**config.mk**
```make
export PLATFORM = sky130hd
export DESIGN_NAME = aes_core_arbiter_flat
export DESIGN_NICKNAME = d
export VERILOG_FILES = /design/src/rtl/aes_core_arbiter_if.sv /design/src/rtl/aes_core_arbiter.sv /design/src/flat_wrapper.sv
export SDC_FILE = /design/constraint.sdc
export NUM_CORES = 1
export LEC_CHECK = 0
export BUFFER_PORTS_ARGS = -buffer_cell sky130_fd_sc_hd__buf_2
export CAP_MARGIN = 20
export CORE_AREA = 10 10 391 393
export DETAILED_ROUTE_END_ITERATION = 8
export DIE_AREA = 0 0 401 403
export PLACE_DENSITY = 0.42
export SLEW_MARGIN = 10
export SYNTH_ARGS = -nofsm -noshare
export SYNTH_HDL_FRONTEND = slang
export SYNTH_SLANG_ARGS = --single-unit
```
**constraint.sdc**
```tcl
create_clock -name Clk -period 1.9 [get_ports Clk]
set_clock_uncertainty 0.1 [all_clocks]
set_input_delay 0.19 -clock Clk [delete_from_list [all_inputs] [get_ports Clk]]
set_output_delay 0.19 -clock Clk [all_outputs]
set_load 0.01 [all_outputs]
```
**src/rtl/aes_core_arbiter_if.sv**
```systemverilog
`default_nettype none
// +-----------------------------------------------------------------------------+
// | aes_core_arbiter_if                                                         |
// | Request/result and core-side signal bundle for aes_core_arbiter.            |
// | Rev 1.0 - initial release                                                   |
// +-----------------------------------------------------------------------------+
interface aes_core_arbiter_if #(
    parameter int DATA_W = 128
);
    logic              i_fReq0;
    logic              i_fDec0;
    logic [DATA_W-1:0] i_Data0;
    logic [DATA_W-1:0] i_Key0;
    logic              o_fAck0;
    logic              o_fDone0;
    logic              i_fReq1;
    logic              i_fDec1;
    logic [DATA_W-1:0] i_Data1;
    logic [DATA_W-1:0] i_Key1;
    logic              o_fAck1;
    logic              o_fDone1;
    logic [DATA_W-1:0] o_Data;
    logic              o_fBusy;
    logic              o_fTimeout;
    logic              o_fCoreStart;
    logic              o_fCoreDec;
    logic [DATA_W-1:0] o_CoreData;
    logic [DATA_W-1:0] o_CoreKey;
    logic [DATA_W-1:0] i_CoreData;
    logic              i_fCoreDone;

    // Arbiter view
    modport slave (
        input  i_fReq0, i_fDec0, i_Data0, i_Key0,
        input  i_fReq1, i_fDec1, i_Data1, i_Key1,
        input  i_CoreData, i_fCoreDone,
        output o_fAck0, o_fDone0, o_fAck1, o_fDone1,
        output o_Data, o_fBusy, o_fTimeout,
        output o_fCoreStart, o_fCoreDec, o_CoreData, o_CoreKey
    );

    // Requesters plus AES core view
    modport master (
        output i_fReq0, i_fDec0, i_Data0, i_Key0,
        output i_fReq1, i_fDec1, i_Data1, i_Key1,
        output i_CoreData, i_fCoreDone,
        input  o_fAck0, o_fDone0, o_fAck1, o_fDone1,
        input  o_Data, o_fBusy, o_fTimeout,
        input  o_fCoreStart, o_fCoreDec, o_CoreData, o_CoreKey
    );
endinterface
`default_nettype wire

```
**src/rtl/aes_core_arbiter.sv**
```systemverilog
`default_nettype none
// +-----------------------------------------------------------------------------+
// | aes_core_arbiter                                                            |
// | Two-client round-robin sequencer sharing one iterative AES-128 core.        |
// | Optional BUSY watchdog: define AES_ARB_TIMEOUT_EN.                          |
// | Rev 1.0 - initial release                                                   |
// +-----------------------------------------------------------------------------+
module aes_core_arbiter #(
    parameter int DATA_W      = 128,
    parameter int INIT_PRIO   = 0,
    parameter int TIMEOUT_CYC = 64
) (
    input  wire logic         Clk,
    input  wire logic         Rst,
    aes_core_arbiter_if.slave bus
);

    typedef enum logic [1:0] {
        S_IDLE  = 2'd0,
        S_START = 2'd1,
        S_BUSY  = 2'd2
    } state_t;

    state_t            r_state;
    logic              r_prio;
    logic              r_owner;
    logic              r_ack0;
    logic              r_ack1;
    logic              r_done0;
    logic              r_done1;
    logic              r_start;
    logic              r_busy;
    logic              r_dec;
    logic [DATA_W-1:0] r_data;
    logic [DATA_W-1:0] r_cdata;
    logic [DATA_W-1:0] r_ckey;

    logic              w_any;
    logic              w_win;

    if (DATA_W != 128 || INIT_PRIO < 0 || INIT_PRIO > 1 || TIMEOUT_CYC < 1) begin : g_param_check
        $error("aes_core_arbiter: unsupported parameter value");
    end

    assign w_any = bus.i_fReq0 | bus.i_fReq1;
    // Contention resolved by the pointer; otherwise the lone requester wins.
    assign w_win = (bus.i_fReq0 & bus.i_fReq1) ? r_prio : bus.i_fReq1;

`ifdef AES_ARB_TIMEOUT_EN
    localparam int c_TMO_W = $clog2(TIMEOUT_CYC + 1);

    logic [c_TMO_W-1:0] r_tmo_cnt;
    logic               r_tmo;
    logic               w_tmo_hit;

    assign w_tmo_hit      = (r_tmo_cnt == c_TMO_W'(TIMEOUT_CYC - 1));
    assign bus.o_fTimeout = r_tmo;
`else
    assign bus.o_fTimeout = 1'b0;
`endif

    always_ff @(posedge Clk or negedge Rst) begin
        if (!Rst) begin
            r_state   <= S_IDLE;
            r_prio    <= (INIT_PRIO != 0);
            r_owner   <= 1'b0;
            r_ack0    <= 1'b0;
            r_ack1    <= 1'b0;
            r_done0   <= 1'b0;
            r_done1   <= 1'b0;
            r_start   <= 1'b0;
            r_busy    <= 1'b0;
            r_dec     <= 1'b0;
            r_data    <= '0;
            r_cdata   <= '0;
            r_ckey    <= '0;
`ifdef AES_ARB_TIMEOUT_EN
            r_tmo_cnt <= '0;
            r_tmo     <= 1'b0;
`endif
        end else begin
            r_ack0  <= 1'b0;
            r_ack1  <= 1'b0;
            r_done0 <= 1'b0;
            r_done1 <= 1'b0;
            r_start <= 1'b0;
`ifdef AES_ARB_TIMEOUT_EN
            r_tmo   <= 1'b0;
`endif
            case (r_state)
                S_IDLE: begin
                    if (w_any) begin
                        r_owner <= w_win;
                        r_dec   <= w_win ? bus.i_fDec1 : bus.i_fDec0;
                        r_cdata <= w_win ? bus.i_Data1 : bus.i_Data0;
                        r_ckey  <= w_win ? bus.i_Key1  : bus.i_Key0;
                        r_ack0  <= ~w_win;
                        r_ack1  <= w_win;
                        r_busy  <= 1'b1;
                        r_state <= S_START;
                    end
                end
                S_START: begin
                    // Start lands in the first BUSY cycle, one cycle after ack.
                    r_start   <= 1'b1;
                    r_state   <= S_BUSY;
`ifdef AES_ARB_TIMEOUT_EN
                    r_tmo_cnt <= '0;
`endif
                end
                S_BUSY: begin
                    if (bus.i_fCoreDone) begin
                        r_data  <= bus.i_CoreData;
                        r_done0 <= ~r_owner;
                        r_done1 <= r_owner;
                        r_prio  <= ~r_owner;
                        r_busy  <= 1'b0;
                        r_state <= S_IDLE;
                    end
`ifdef AES_ARB_TIMEOUT_EN
                    else if (w_tmo_hit) begin
                        r_tmo   <= 1'b1;
                        r_prio  <= ~r_owner;
                        r_busy  <= 1'b0;
                        r_state <= S_IDLE;
                    end else begin
                        r_tmo_cnt <= r_tmo_cnt + 1'b1;
                    end
`endif
                end
                default: begin
                    r_busy  <= 1'b0;
                    r_state <= S_IDLE;
                end
            endcase
        end
    end

    assign bus.o_fAck0      = r_ack0;
    assign bus.o_fAck1      = r_ack1;
    assign bus.o_fDone0     = r_done0;
    assign bus.o_fDone1     = r_done1;
    assign bus.o_Data       = r_data;
    assign bus.o_fBusy      = r_busy;
    assign bus.o_fCoreStart = r_start;
    assign bus.o_fCoreDec   = r_dec;
    assign bus.o_CoreData   = r_cdata;
    assign bus.o_CoreKey    = r_ckey;

endmodule
`default_nettype wire
```
**src/flat_wrapper.sv**
```systemverilog
// flat-port wrapper written by rule: the top's interface ports become plain ports
module aes_core_arbiter_flat 
#(
    parameter int DATA_W      = 128,
    parameter int INIT_PRIO   = 0,
    parameter int TIMEOUT_CYC = 64
)
  (Clk, Rst, bus_i_fReq0, bus_i_fDec0, bus_i_Data0, bus_i_Key0, bus_i_fReq1, bus_i_fDec1, bus_i_Data1, bus_i_Key1, bus_i_CoreData, bus_i_fCoreDone, bus_o_fAck0, bus_o_fDone0, bus_o_fAck1, bus_o_fDone1, bus_o_Data, bus_o_fBusy, bus_o_fTimeout, bus_o_fCoreStart, bus_o_fCoreDec, bus_o_CoreData, bus_o_CoreKey);
  aes_core_arbiter_if #(.DATA_W(DATA_W)) bus_i ();
  input  wire logic Clk;
  input  wire logic Rst;
  input wire logic [$bits(bus_i.i_fReq0)-1:0] bus_i_fReq0;
  input wire logic [$bits(bus_i.i_fDec0)-1:0] bus_i_fDec0;
  input wire logic [$bits(bus_i.i_Data0)-1:0] bus_i_Data0;
  input wire logic [$bits(bus_i.i_Key0)-1:0] bus_i_Key0;
  input wire logic [$bits(bus_i.i_fReq1)-1:0] bus_i_fReq1;
  input wire logic [$bits(bus_i.i_fDec1)-1:0] bus_i_fDec1;
  input wire logic [$bits(bus_i.i_Data1)-1:0] bus_i_Data1;
  input wire logic [$bits(bus_i.i_Key1)-1:0] bus_i_Key1;
  input wire logic [$bits(bus_i.i_CoreData)-1:0] bus_i_CoreData;
  input wire logic [$bits(bus_i.i_fCoreDone)-1:0] bus_i_fCoreDone;
  output wire logic [$bits(bus_i.o_fAck0)-1:0] bus_o_fAck0;
  output wire logic [$bits(bus_i.o_fDone0)-1:0] bus_o_fDone0;
  output wire logic [$bits(bus_i.o_fAck1)-1:0] bus_o_fAck1;
  output wire logic [$bits(bus_i.o_fDone1)-1:0] bus_o_fDone1;
  output wire logic [$bits(bus_i.o_Data)-1:0] bus_o_Data;
  output wire logic [$bits(bus_i.o_fBusy)-1:0] bus_o_fBusy;
  output wire logic [$bits(bus_i.o_fTimeout)-1:0] bus_o_fTimeout;
  output wire logic [$bits(bus_i.o_fCoreStart)-1:0] bus_o_fCoreStart;
  output wire logic [$bits(bus_i.o_fCoreDec)-1:0] bus_o_fCoreDec;
  output wire logic [$bits(bus_i.o_CoreData)-1:0] bus_o_CoreData;
  output wire logic [$bits(bus_i.o_CoreKey)-1:0] bus_o_CoreKey;
  assign bus_i.i_fReq0 = bus_i_fReq0;
  assign bus_i.i_fDec0 = bus_i_fDec0;
  assign bus_i.i_Data0 = bus_i_Data0;
  assign bus_i.i_Key0 = bus_i_Key0;
  assign bus_i.i_fReq1 = bus_i_fReq1;
  assign bus_i.i_fDec1 = bus_i_fDec1;
  assign bus_i.i_Data1 = bus_i_Data1;
  assign bus_i.i_Key1 = bus_i_Key1;
  assign bus_i.i_CoreData = bus_i_CoreData;
  assign bus_i.i_fCoreDone = bus_i_fCoreDone;
  assign bus_o_fAck0 = bus_i.o_fAck0;
  assign bus_o_fDone0 = bus_i.o_fDone0;
  assign bus_o_fAck1 = bus_i.o_fAck1;
  assign bus_o_fDone1 = bus_i.o_fDone1;
  assign bus_o_Data = bus_i.o_Data;
  assign bus_o_fBusy = bus_i.o_fBusy;
  assign bus_o_fTimeout = bus_i.o_fTimeout;
  assign bus_o_fCoreStart = bus_i.o_fCoreStart;
  assign bus_o_fCoreDec = bus_i.o_fCoreDec;
  assign bus_o_CoreData = bus_i.o_CoreData;
  assign bus_o_CoreKey = bus_i.o_CoreKey;
  aes_core_arbiter #(.DATA_W(DATA_W), .INIT_PRIO(INIT_PRIO), .TIMEOUT_CYC(TIMEOUT_CYC)) u_core (.Clk(Clk), .Rst(Rst), .bus(bus_i));
endmodule
```
==> results of run 1 <==
## per-stage QoR
step | power [W] | instances | utilization (%) | worst slack (ps)
floorplan | 0.0273 | 1802 | - | 279
global placement | 0.0398 | 4680 | 18.5 | 29.2
detailed placement | 0.0398 | 4680 | 18.5 | 36.2
CTS | 0.0525 | 5426 | 24.3 | 0.358
global route | 0.0549 | 5432 | 24.4 | -8.80
finish | 0.0518 | 5433 | 24.4 | 33.7
## critical path, cell delays in order, from the launching register on
cell,delay [ps]
dfrtp_1,390
or2_4,330
buf_12,180
buf_12,230
a311oi_1,340
a2bb2oi_2,80
## state kept, by name (all words and copies together), names as in the netlist
name	count
u_core.bus.o_CoreData	128
u_core.bus.o_CoreKey	128
u_core.bus.o_Data	128
u_core.bus.o_fAck0	1
u_core.bus.o_fAck1	1
u_core.bus.o_fBusy	1
u_core.bus.o_fCoreDec	1
u_core.bus.o_fCoreStart	1
u_core.bus.o_fDone0	1
u_core.bus.o_fDone1	1
u_core.r_owner	1
u_core.r_prio	1
u_core.r_state	2
## worst paths after layout
kind                                    from                        end  slack [ps]  cells after the start
max                        u_core.r_state[1]  u_core.bus.o_CoreData[69]          30                      5
min                              bus_i_fReq1  u_core.bus.o_CoreData[53]          50                      4
max reg2reg                u_core.r_state[1]  u_core.bus.o_CoreData[69]          30                      5
min reg2reg                   u_core.r_owner        u_core.bus.o_fDone0         320                      1
max in group asynchronous                Rst   u_core.bus.o_CoreKey[55]         370                      3
min in group asynchronous                Rst  u_core.bus.o_CoreData[68]         330                      3
## power by group through the flow
stage | registers [W] | clock network (W) | logic, W
5_1_grt | 0.0158 | 0.0118 | 0.0273
6_report | 0.0153 | 0.0111 | 0.0254
3_5_place_dp | 0.0152 | 0 | 0.0246
4_1_cts | 0.0152 | 0.0115 | 0.0257
2_1_floorplan | 0.0167 | 0 | 0.0106
3_3_place_gp | 0.0153 | 0 | 0.0245
## synthesized netlist by cell type (all sizes together)
| library cell | number |
|---|---|
| buf | 95 |
| dfrtp | 395 |
| a311oi | 257 |
| nor2b | 1 |
| inv | 3 |
| nor3b | 1 |
| o21ai | 257 |
| clkbuf | 133 |
| o22ai | 2 |
| nand2 | 385 |
| nor2 | 7 |
| o22a | 1 |
| or2 | 2 |
| and2 | 1 |
| and3b | 1 |
| nand2b | 1 |
| and2b | 1 |
| conb | 1 |
| a2bb2oi | 257 |
| nand3b | 1 |
## cell type report
type,instances,share of cell area [%]
flip-flops and latches,395,27.9
inverters,3,0.0531
multi-input cells,1176,22.0
clock buffers,81,4.62
clock inverters,19,0.732
repair buffers,1837,37.8
diodes,5,0.0354
well taps,1917,6.78
## routing by layer
metal / share of wire [%] / global-route usage, %
met2: 49 / 26.6
met1: 41 / 18.6
met5: 0.058 / 0
met4: 3.5 / 5.21
met3: 6.8 / 4.11
## kinds of logic (layout without fill, tap and decap cells)
kind of cell,count (synthesis),after routing
compound gates,774,774
simple gates,401,401
flops,395,395
buf+inv,231,1940
other cells,1,6
## timing repair
action / 4_1_cts / 5_1_grt
endpoints found under the setup margin: 0 / 15
buffers inserted: 0 / 1
hold buffers: 646 / 0
endpoints found under the hold margin: 783 / 0
gates resized for setup: 0 / 12
## cells in the final DEF (no fill, tap or decap), types with 40 or more instances in the layout
master	instances
o21ai_0	252
clkbuf_16	56
buf_2	1035
buf_12	41
nand2_1	385
a2bb2oi_2	40
buf_4	110
a2bb2oi_1	217
a311oi_1	236
dlygate4sd3_1	646
dfrtp_1	395
==> impl_metrics.py, run 1 <==
metrics = {
    "finish": {
        "final_nets": 4113,
        "final_layout_size_suffix_gt1_share_pct": 38.5,
        "nFillCells": 15500,
        "multiInputGateArea_um2": 7780,
        "ff_latch_area_um2": 9880,
        "design_area_um2": 35400,
        "syn2layout_area_growth_pct": 89.1,
    },
    "sta": {
        "finalSetupTns_ps": 0,
        "hold_viol_final": 0,
        "worstMarginPinSlew_ps": 778,
        "hold_ws_ps": 52.5,
        "finalSetupViolCount": 0,
        "period_share_pct": 98.2,
        "min_period_ps": 1870,
        "slew_violations": 0,
        "fmax_mhz": 536,
        "slew_headroom_pct": 48.1,
    },
    "power_and_ir_drop": {
        "p_seq_share_pct": 29.5,
        "swShare_pct": 41.4,
        "p_leak_nw": 15.8,
        "powerDensity_nw_per_um2": 1460,
        "power_frac_comb_pct": 49.0,
        "ir_drop_uv": 670,
        "p_switching_w": 0.0214,
        "p_int_w": 0.0303,
        "clockPowerShare_pct": 21.5,
    },
    "placed_design": {
        "placed_area_um2": 26900,
        "dp_hpwl_um": 100000,
        "gp_congestion": 0.851,
        "numPortBuffers": 1037,
    },
    "grt": {
        "grt.total_usage_pct": 15.5,
        "grt_pass1_vias": 24500,
        "grt_max_degree": 111,
        "antenna_found_initial": 15,
        "grt_pass1_wl_um": 186000,
        "grt-ovfl-total": 0,
    },
    "die": {
        "start_util_pct": 12.9,
        "die_w_um": 401,
        "die_area_um2": 162000,
        "core_um2": 145000,
        "ioPinCount": 1039,
        "dieHeight_um": 403,
        "rows": 140,
    },
    "detailed_routing": {
        "drtPass1Iterations": 5,
        "ant_nets": 0,
        "wl_um": 132000,
        "wl_per_cell_um": 24.3,
        "drtIter0Drc": 1545,
        "drc": 0,
        "vias": 22600,
        "viasPerCell": 4.15,
    },
    "clocking": {
        "clkSlewWorstSetupHoldPaths_ps": 60,
        "cts_buffers": 53,
        "cts_tree": "yes",
        "clockBufferDepth": 3,
        "clk-insertion-delay-late_ps": 640,
        "htree_num_levels": 2,
        "ctsRootBufferMaster": "clkbuf_16",
        "cts.sinks": 395,
    },
    "synth": {
        "synthSimpleGateAreaFrac_pct": 8.37,
        "avgSynthCellArea_um2": 10.4,
        "synth_seq_cells": 395,
        "synth_top_area_share_pct": 52.8,
        "synth_cell_type_count": 30,
        "synth_compound_area_share_pct": 32.8,
        "synth_cells": 1802,
        "synth-xor-area-share_pct": 0,
        "synth_warnings": 0,
        "syn_area_um2": 18700,
        "synth_fp_nets": 2449,
        "synth_area_leader_cell": "dfrtp_1",
        "synth_top_family_by_area": "compound AO/OA/AOI/OAI gates",
        "synthAdderAreaFrac_pct": 0,
        "synth_mux_area_share_pct": 0,
        "synthTopCellsByArea": "dfrtp_1 (53%), a311oi_1 (11%), a2bb2oi_1 (10%)",
        "ys_seq_area_share_pct": 52.8,
    },
    "critical_path": {
        "cp.arrival_ps": 2270,
        "critPathKind": "reg2reg",
        "startpoint_type": "flip-flop",
        "cp_data_required_time_ps": 2310,
        "end_kind": "flip-flop",
        "cp_max_fo": 34,
    },
    "status": {
        "status": "complete, no violations",
    },
    "flow_run": {
        "cap_violations": 0,
    },
    "hold_path": {
        "holdCritPathClass": "in2reg",
    },
}
No activity file was read; power rests on OpenSTA's default activity.
==> run 2, diff against run 1 <==
--- a/config.mk
+++ b/config.mk
@@ -10,8 +10,9 @@
 export CORE_AREA = 10 10 391 393
 export DETAILED_ROUTE_END_ITERATION = 8
 export DIE_AREA = 0 0 401 403
+export GPL_TIMING_DRIVEN = 0
 export PLACE_DENSITY = 0.42
-export SLEW_MARGIN = 10
+export REMOVE_ABC_BUFFERS = 1
 export SYNTH_ARGS = -nofsm -noshare
 export SYNTH_HDL_FRONTEND = slang
 export SYNTH_SLANG_ARGS = --single-unit
==> run 2 against run 1 <==
The flow now finishes with violations (setup timing). Total power grew 22%. Register-to-register slack lost 130 ps. Clock-buffer cell count shrank 1. Wire length grew 22%. Via count grew 6.4%. Combinational power grew 44%. Setup slack lost 130 ps. Core utilization grew 2.5 points. Critical endpoint is now u_core.bus.o_CoreKey[32].
==> impl_metrics.py, run 2 (synthesized netlist as in run 1, its figures left out) <==
metrics = {
    "clocking": {
        "clockBufferDepth": 3,
        "htree_num_levels": 2,
        "cts_tree": "yes",
        "clk-insertion-delay-late_ps": 670,
        "clkSlewWorstSetupHoldPaths_ps": 60,
        "cts_buffers": 55,
        "cts.sinks": 395,
        "ctsRootBufferMaster": "clkbuf_16",
    },
    "power_and_ir_drop": {
        "p_int_w": 0.0354,
        "p_seq_share_pct": 24.6,
        "swShare_pct": 43.9,
        "p_switching_w": 0.0277,
        "clockPowerShare_pct": 17.3,
        "p_leak_nw": 16.8,
        "power_frac_comb_pct": 58.0,
        "ir_drop_uv": 693,
        "powerDensity_nw_per_um2": 1620,
    },
    "critical_path": {
        "cp.arrival_ps": 2410,
        "end_kind": "flip-flop",
        "crit_chain": "or2_4 > buf_12 > buf_16 > buf_16 > a311oi_2 > a2bb2oi_2",
        "startpoint_type": "flip-flop",
        "cp_max_fo": 32,
        "slowest_stage": "dfrtp_2",
        "path_buf_inv": 3,
        "cpLargestDelayFamily": "buffers and inverters",
        "crit_top_cell": "buf_16",
        "cp_data_required_time_ps": 2320,
        "critPathKind": "reg2reg",
        "worstRegToRegCells": 6,
        "critPathMaxStageDelay_ps": 420,
        "path_depth": 6,
    },
    "placed_design": {
        "numPortBuffers": 1037,
        "gp_congestion": 0.817,
        "pre_cts_ws_ps": -1590,
        "dp_hpwl_um": 104000,
    },
    "detailed_routing": {
        "drc": 0,
        "wl_um": 162000,
        "viasPerCell": 4.41,
        "ant_nets": 0,
        "wl_per_cell_um": 29.6,
        "vias": 24000,
        "drtPass1Iterations": 7,
        "drtIter0Drc": 1988,
    },
    "sta": {
        "fmax_mhz": 501,
        "worstMarginPinSlew_ps": 1230,
        "layout_setup_ws_ps": -94.1,
        "hold_viol_final": 0,
        "slew_violations": 0,
        "slew_headroom_pct": 17.8,
        "period_share_pct": 105,
        "rsz0062_at_grt": "true",
        "min_period_ps": 1990,
        "hold_ws_ps": 52.8,
        "finalSetupViolCount": 131,
    },
    "die": {
        "ioPinCount": 1039,
        "dieHeight_um": 403,
        "core_um2": 145000,
        "rows": 140,
        "die_w_um": 401,
        "die_area_um2": 162000,
        "start_util_pct": 12.9,
    },
    "grt": {
        "grt-ovfl-total": 0,
        "grt_pass1_vias": 24800,
        "grt.total_usage_pct": 18.0,
        "grt_max_degree": 144,
        "antenna_found_initial": 54,
        "grt_pass1_wl_um": 210000,
    },
    "finish": {
        "syn2layout_area_growth_pct": 109,
        "layout_commonest_cell": "buf_2",
        "final_cell_mix": "buf_2 (1035), dlygate4sd3_1 (646), dfrtp_1 (392), nand2_1 (385), o21ai_0 (236)",
        "final_nets": 4116,
        "final_layout_size_suffix_gt1_share_pct": 45.7,
    },
    "status": {
        "violations": "setup timing",
        "status": "complete, but fails checks",
    },
    "flow_run": {
        "cap_violations": 0,
    },
    "hold_path": {
        "holdCritPathClass": "in2async",
    },
}
==> run 2: worst paths after layout <==
kind                       slack, ps                          to         startpoint
max in group asynchronous        290               u_core.r_prio                Rst
max reg2reg                      -90    u_core.bus.o_CoreKey[32]  u_core.r_state[1]
min                               50       u_core.bus.o_Data[75]                Rst
min reg2reg                      320         u_core.bus.o_fDone0     u_core.r_owner
min in group Clk                 110  u_core.bus.o_CoreData[104]        bus_i_fReq1
max                              -90    u_core.bus.o_CoreKey[32]  u_core.r_state[1]
==> run 2: metal layers <==
metal | track usage [%] | up-vias | wire length [um] | share of wire [%]
met2 | 29.8 | 1342 | 76500 | 47
li1 | - | 10300 | - | -
met1 | 23.1 | 12100 | 66600 | 41
met4 | 4.86 | 48 | 5180 | 3.2
met3 | 4.74 | 239 | 12900 | 8.0
met5 | 0 | - | 279 | 0.17
==> run 2: metrics by stage <==
stage,cell area (um2),utilization (%),setup TNS (ps),total power (W),cells
floorplan,17600,-,-1786080,0.0214,1574
global placement,25200,17.4,-8429980,0.0250,4528
detailed placement,26100,18.0,-311240,0.0409,4566
CTS,36800,25.4,-2440,0.0591,5387
global route,39000,26.9,-9580,0.0656,5446
finish,39000,26.9,-4570,0.0631,5452
==> run 2: worst min-delay path, cell delays in order <==
cell	delay [ps]
dlygate4sd3_1	570
buf_8	140
buf_16	360
==> run 2: cell type report <==
class                           instances  area [um2]
Multi-Input combinational cell       1183        9930
Inverter                                3        23.8
Tap cell                             1917        2400
Fill cell                           15200      106000
Clock inverter                         19         260
Clock buffer                           80        1560
Timing Repair Buffer                 1831       14900
Antenna cell                           24        60.1
Sequential cell                       395        9890
==> run 2: power by group through the flow <==
| stage | Sequential [W] | Combinational (W) | Clock (W) |
|---|---|---|---|
| floorplan | 0.0153 | 0.00607 | 0 |
| global placement | 0.0122 | 0.0128 | 0 |
| detailed placement | 0.0152 | 0.0257 | 0 |
| CTS | 0.0152 | 0.0327 | 0.0112 |
| global route | 0.0159 | 0.0381 | 0.0116 |
| finish | 0.0155 | 0.0366 | 0.0109 |
==> run 2: timing repair <==
action,4_1_cts,5_1_grt
resized for setup,184,208
pin swaps,23,57
endpoints found under the setup margin,346,269
cloned,41,33
hold endpoints to repair,601,0
hold buffers,646,0
setup buffers,36,10
